## config.mk

```make
export PLATFORM = sky130hd
export DESIGN_NAME = fifo_push_arb
export DESIGN_NICKNAME = d
export VERILOG_FILES = /design/src/rtl/fifo_push_arb.sv
export SDC_FILE = /design/constraint.sdc
export NUM_CORES = 1
export LEC_CHECK = 0
export CORE_MARGIN = 2
export CORE_UTILIZATION = 25
export DETAILED_ROUTE_END_ITERATION = 10
export GPL_ROUTABILITY_DRIVEN = 0
export SYNTH_ARGS = -nofsm -noshare
export SYNTH_HDL_FRONTEND = slang
export SYNTH_SLANG_ARGS = --single-unit
```

## constraint.sdc

```tcl
create_clock -name clk -period 4.95 [get_ports clk]
set_input_delay 0.7425 -clock clk [delete_from_list [all_inputs] [get_ports clk]]
set_output_delay 0.7425 -clock clk [all_outputs]
set_load 0.03 [all_outputs]
```

## src/rtl/fifo_push_arb.sv

```systemverilog
// Round-robin arbiter that shares one FIFO push port among NUM_REQ producers.
// Grants bursts of up to MAX_BURST beats per owner and freezes the grant while the FIFO stalls.
module fifo_push_arb #(
    parameter int NUM_REQ    = 4,
    parameter int DATA_WIDTH = 8,
    parameter int MAX_BURST  = 2,
    parameter int IDX_WIDTH  = 2
) (
    input  logic                          clk,
    input  logic                          rst,
    input  logic [NUM_REQ-1:0]            req_valid,
    input  logic [NUM_REQ*DATA_WIDTH-1:0] req_data,
    output logic [NUM_REQ-1:0]            req_ready,
    output logic                          fifo_push_valid,
    output logic [DATA_WIDTH-1:0]         fifo_push_data,
    input  logic                          fifo_push_ready,
    output logic                          grant_valid,
    output logic [IDX_WIDTH-1:0]          grant_idx,
    output logic [3:0]                    burst_cnt
);

    logic [IDX_WIDTH-1:0] rr_ptr_q, rr_ptr_d;
    logic [IDX_WIDTH-1:0] owner_q, owner_d;
    logic                 locked_q, locked_d;
    logic [3:0]           burst_cnt_q, burst_cnt_d;
    logic                 hold_q, hold_d;
    logic [IDX_WIDTH-1:0] hold_idx_q, hold_idx_d;

    logic                 owner_valid;
    logic                 hold_valid;
    logic                 release_lock;
    logic                 continue_burst;
    logic                 fresh_found;
    logic [IDX_WIDTH-1:0] fresh_idx;
    logic [2*NUM_REQ-1:0] req_dbl;
    logic [NUM_REQ-1:0]   req_rot;
    int                   fresh_off;
    int                   fresh_sum;
    logic                 transfer;
    logic [3:0]           cnt_next;

    always_comb begin
        owner_valid = 1'b0;
        hold_valid  = 1'b0;
        for (int i = 0; i < NUM_REQ; i++) begin
            if (owner_q == IDX_WIDTH'(i)) owner_valid = req_valid[i];
            if (hold_idx_q == IDX_WIDTH'(i)) hold_valid = req_valid[i];
        end
    end

    // Rotate valids so bit 0 is rr_ptr, then take the lowest set bit.
    always_comb begin
        req_dbl     = {req_valid, req_valid} >> rr_ptr_q;
        req_rot     = req_dbl[NUM_REQ-1:0];
        fresh_found = 1'b0;
        fresh_off   = 0;
        for (int k = NUM_REQ - 1; k >= 0; k--) begin
            if (req_rot[k]) begin
                fresh_found = 1'b1;
                fresh_off   = k;
            end
        end
        fresh_sum = int'(rr_ptr_q) + fresh_off;
        if (fresh_sum >= NUM_REQ) fresh_sum = fresh_sum - NUM_REQ;
        fresh_idx = IDX_WIDTH'(fresh_sum);
    end

    assign release_lock   = locked_q & ~owner_valid & ~hold_q;
    assign continue_burst = locked_q & owner_valid & (burst_cnt_q < 4'(MAX_BURST));

    always_comb begin
        grant_valid = 1'b0;
        grant_idx   = '0;
        if (hold_q) begin
            grant_valid = hold_valid;
            grant_idx   = hold_valid ? hold_idx_q : '0;
        end else if (continue_burst) begin
            grant_valid = 1'b1;
            grant_idx   = owner_q;
        end else if (fresh_found) begin
            grant_valid = 1'b1;
            grant_idx   = fresh_idx;
        end
    end

    always_comb begin
        fifo_push_data = '0;
        req_ready      = '0;
        for (int i = 0; i < NUM_REQ; i++) begin
            if (grant_valid && (grant_idx == IDX_WIDTH'(i))) begin
                fifo_push_data = req_data[i*DATA_WIDTH +: DATA_WIDTH];
                req_ready[i]   = fifo_push_ready;
            end
        end
    end

    assign fifo_push_valid = grant_valid;
    assign transfer        = grant_valid & fifo_push_ready;
    // A released lock means the reported burst already belongs to the new grant.
    assign burst_cnt       = release_lock ? 4'd0 : burst_cnt_q;

    always_comb begin
        rr_ptr_d    = rr_ptr_q;
        owner_d     = owner_q;
        locked_d    = locked_q;
        burst_cnt_d = burst_cnt_q;
        hold_d      = hold_q;
        hold_idx_d  = hold_idx_q;
        cnt_next    = 4'd0;

        if (hold_q && !hold_valid) hold_d = 1'b0;

        if (release_lock) begin
            locked_d    = 1'b0;
            burst_cnt_d = 4'd0;
        end

        if (grant_valid && !fifo_push_ready) begin
            hold_d     = 1'b1;
            hold_idx_d = grant_idx;
        end

        if (transfer) begin
            hold_d = 1'b0;
            if (locked_q && (grant_idx == owner_q)) begin
                cnt_next = burst_cnt_q + 4'd1;
            end else begin
                cnt_next = 4'd1;
                owner_d  = grant_idx;
                rr_ptr_d = (grant_idx == IDX_WIDTH'(NUM_REQ - 1)) ? '0
                                                                  : grant_idx + IDX_WIDTH'(1);
            end
            if (cnt_next == 4'(MAX_BURST)) begin
                locked_d    = 1'b0;
                burst_cnt_d = 4'd0;
            end else begin
                locked_d    = 1'b1;
                burst_cnt_d = cnt_next;
            end
        end
    end

    always_ff @(posedge clk) begin
        if (rst) begin
            rr_ptr_q    <= '0;
            owner_q     <= '0;
            locked_q    <= 1'b0;
            burst_cnt_q <= 4'd0;
            hold_q      <= 1'b0;
            hold_idx_q  <= '0;
        end else begin
            rr_ptr_q    <= rr_ptr_d;
            owner_q     <= owner_d;
            locked_q    <= locked_d;
            burst_cnt_q <= burst_cnt_d;
            hold_q      <= hold_d;
            hold_idx_q  <= hold_idx_d;
        end
    end

endmodule
```

==> results.cfg <==
[setup_path]
worstPathMaxFanout = 9
crit_family = buffers and inverters
start_kind = input port
critPathSlowestCell = clkdlybuf4s50_1
path_class = input port to output pin
crit_top_cell = buf_4
cp.arrival_ns = 3.92
end_kind = output pin
critPathMaxStageDelay_ns = 0.49
worstPathCellList = clkdlybuf4s50_1 -> buf_4 -> nor3_2 -> a31oi_1 -> o2111ai_1 -> ha_1 -> inv_1 -> o21ai_1 -> a2bb2oi_2 -> mux2_4 -> o22a_4 -> ha_2 -> buf_4 -> nand3b_1 -> a21oi_2 -> a21oi_1 -> nor2_1 -> a21oi_1 -> nor2_1 -> buf_4
required_ns = 4.21
critPathBufInv = 5

[cts]
cts_made_buffers = 3
clockBufferDepth = 2
h-tree-depth = 1
cts_root_buf = clkbuf_8
clkSinkCount = 12
clock_latency_ns = 0.24
cts_tree = built
path_clk_slew_ns = 0.05

[detailed_routing]
via_per_inst = 4.944
drtIter0Drc = 53
routed_wl_um = 3956
first_pass_iters = 4
vias = 1602
drcViolationCount = 0
ant_nets = 0
wl_per_cell_um = 12.21

[floorplan]
initial_utilization_pct = 25.71
io_pins = 59
die_y_um = 81.56
die_w_um = 81.56
fp-row-count = 28
core_um2 = 5851
dieArea_um2 = 6652

[global_routing]
grt_pass1_wl_um = 6651
grt_pass1_vias = 1472
antenna_found_initial = 0
grtUsageTotal_pct = 12.53
grt_overflow_total = 0
grt_max_degree = 18

[finish]
final_cell_mix = 47 x clkdlybuf4s50_1, 20 x nor2_1, 19 x buf_4
fin_util_pct = 37.64
syn2layout_area_growth_pct = 46.42
stdcell_area_um2 = 2202
final_layout_size_suffix_gt1_share_pct = 20.08
nets = 296
layout_commonest_cell = clkdlybuf4s50_1
diodes = 0

[yosys]
synth_nets = 239
avgSynthCellArea_um2 = 7.752
post_synth_inst_count = 194
seq_area_frac_synth_pct = 15.97
ys_seq_elements = 12
ys.warnings.count = 0
synthArstFlopShare_pct = 0
ys.flop_type = dfxtp_1
synth_edf_count = 0
synth_area_leader_cell = dfxtp_1
synth_top_cell_area_share_pct = 15.97
synth.area.top_cells = dfxtp_1 16%, nor2b_1 6.7%, a21oi_1 5.3%
syn_area_um2 = 1504
ys_types = 51

[sta]
finalSetupViolations = 0
finalMaxSlewViolations = 0
relSlewSlack_pct = 38.60
period_minus_slack_ns = 4.661
worstMarginPinSlew_ns = 0.9191
skew_ns = 0.006306
tns_ns = 0
post-route-period-util_pct = 94.16
grt_setup_unrepaired = false
fmax_mhz = 214.5
finalHoldViolCount = 0

[power]
p_sw_share_pct = 47.75
pwr-share-comb_pct = 73.1
clock_power_share_pct = 11.0
p_per_area_nw_per_um2 = 368.6
sequentialPowerShare_pct = 15.9
power_switching_mw = 0.3877
power.leakage_nw = 0.8252
intPower_mw = 0.4241
peakVddDrop_mv = 0.1877

[placed_design]
port_buffers = 58
dp_hpwl_um = 3133
place_area_um2 = 2138

[min_path]
holdCritPathClass = register to register

[outcome]
status = finished clean

[run]
cap_violations = 0
## synthesized netlist by cell type (4+ instances only)
master     n
a221oi_1   7
nand2_1   11
o21ai_0    5
mux2_1     4
nor2_1    20
nor3_1    11
and2_1     4
buf_2      6
dfxtp_1   12
mux2i_1    4
ha_1       6
nor2b_1   16
clkbuf_1   6
inv_1      7
a21oi_1   16
a211oi_2   4
nand3_1    4
## area by class of cell
class	count	area [um2]
Clock buffer	3	41.29
Fill cell	618	3649
Inverter	9	33.78
Multi-Input combinational cell	158	1167
Sequential cell	12	240.2
Tap cell	75	93.84
Timing Repair Buffer	67	625.6
## stage by stage
| stage | total power [mW] | worst slack (ns) | hold WS [ns] | cells |
|---|---|---|---|---|
| final | 0.8118 | 0.2890 | 0.5388 | 324 |
| after global routing | 0.8807 | 0.01076 | 0.5667 | 324 |
| after CTS | 0.8148 | 0.01496 | 0.5400 | 324 |
| after detailed placement | 0.7216 | 0.03547 | 0.5315 | 321 |
| after global placement | 0.7206 | 0.08073 | 0.5206 | 321 |
| after floorplan | 0.5316 | 0.4611 | 0.4826 | 194 |
## logic make-up after synthesis
kind of cell | after synthesis | share of synthesized area (%)
XOR/XNOR | 1 | 0.5825
multiplexers | 13 | 11.90
adder cells (fa/ha/maj) | 6 | 4.992
buffers and inverters | 24 | 7.738
AO/OA/AOI/OAI | 51 | 26.54
AND/OR/NAND/NOR | 87 | 32.28
flip-flops | 12 | 15.97
## repair_timing
action / in CTS / in global routing
hold buffers: 0 / 0
hold endpoints to repair: 0 / 0
setup endpoints to repair: 0 / 8
resized for setup: 0 / 7
buffers inserted: 0 / 0
## worst register-to-register path: cells and delay by family, from the launching register on
kind / cells / cell delay [ns]
AO/OA/AOI/OAI: 4 / 0.47
flip-flops: 1 / 0.40
adder cells (fa/ha/maj): 1 / 0.18
AND/OR/NAND/NOR: 2 / 0.86
buffers and inverters: 2 / 0.22
multiplexers: 1 / 0.36
## worst paths after layout
| check | start | endpoint | slack (ns) | cells after the start |
|---|---|---|---|---|
| worst min register to register | burst_cnt_q[0] | burst_cnt_q[0] | 0.54 | 2 |
| worst min-delay path | burst_cnt_q[0] | burst_cnt_q[0] | 0.54 | 2 |
| worst max register to register | rr_ptr_q[0] | locked_q | 2.32 | 10 |
| worst max-delay path | req_valid[0] | fifo_push_data[0] | 0.29 | 20 |
## power groups by stage
stage	clock, mW	sequential (mW)	combinational (mW)
finish	0.0894	0.129	0.593
global route	0.0980	0.132	0.650
CTS	0.0922	0.129	0.594
detailed placement	0	0.131	0.591
global placement	0	0.131	0.590
floorplan	0	0.119	0.412
## state kept, by name (all words and copies together), names as in the netlist
signal	count
burst_cnt_q	4
hold_idx_q	2
hold_q	1
locked_q	1
owner_q	2
rr_ptr_q	2
## layer usage
layer	GRT usage (%)	up-vias	part of all wire [%]	wire [um]
li1	-	820	-	-
met1	16.30	730	46	1809
met2	20.66	46	47	1846
met3	2.527	6	6.2	245
met4	4.068	0	1.4	55
met5	0	-	0	0
No activity file was read; power rests on OpenSTA's default activity.
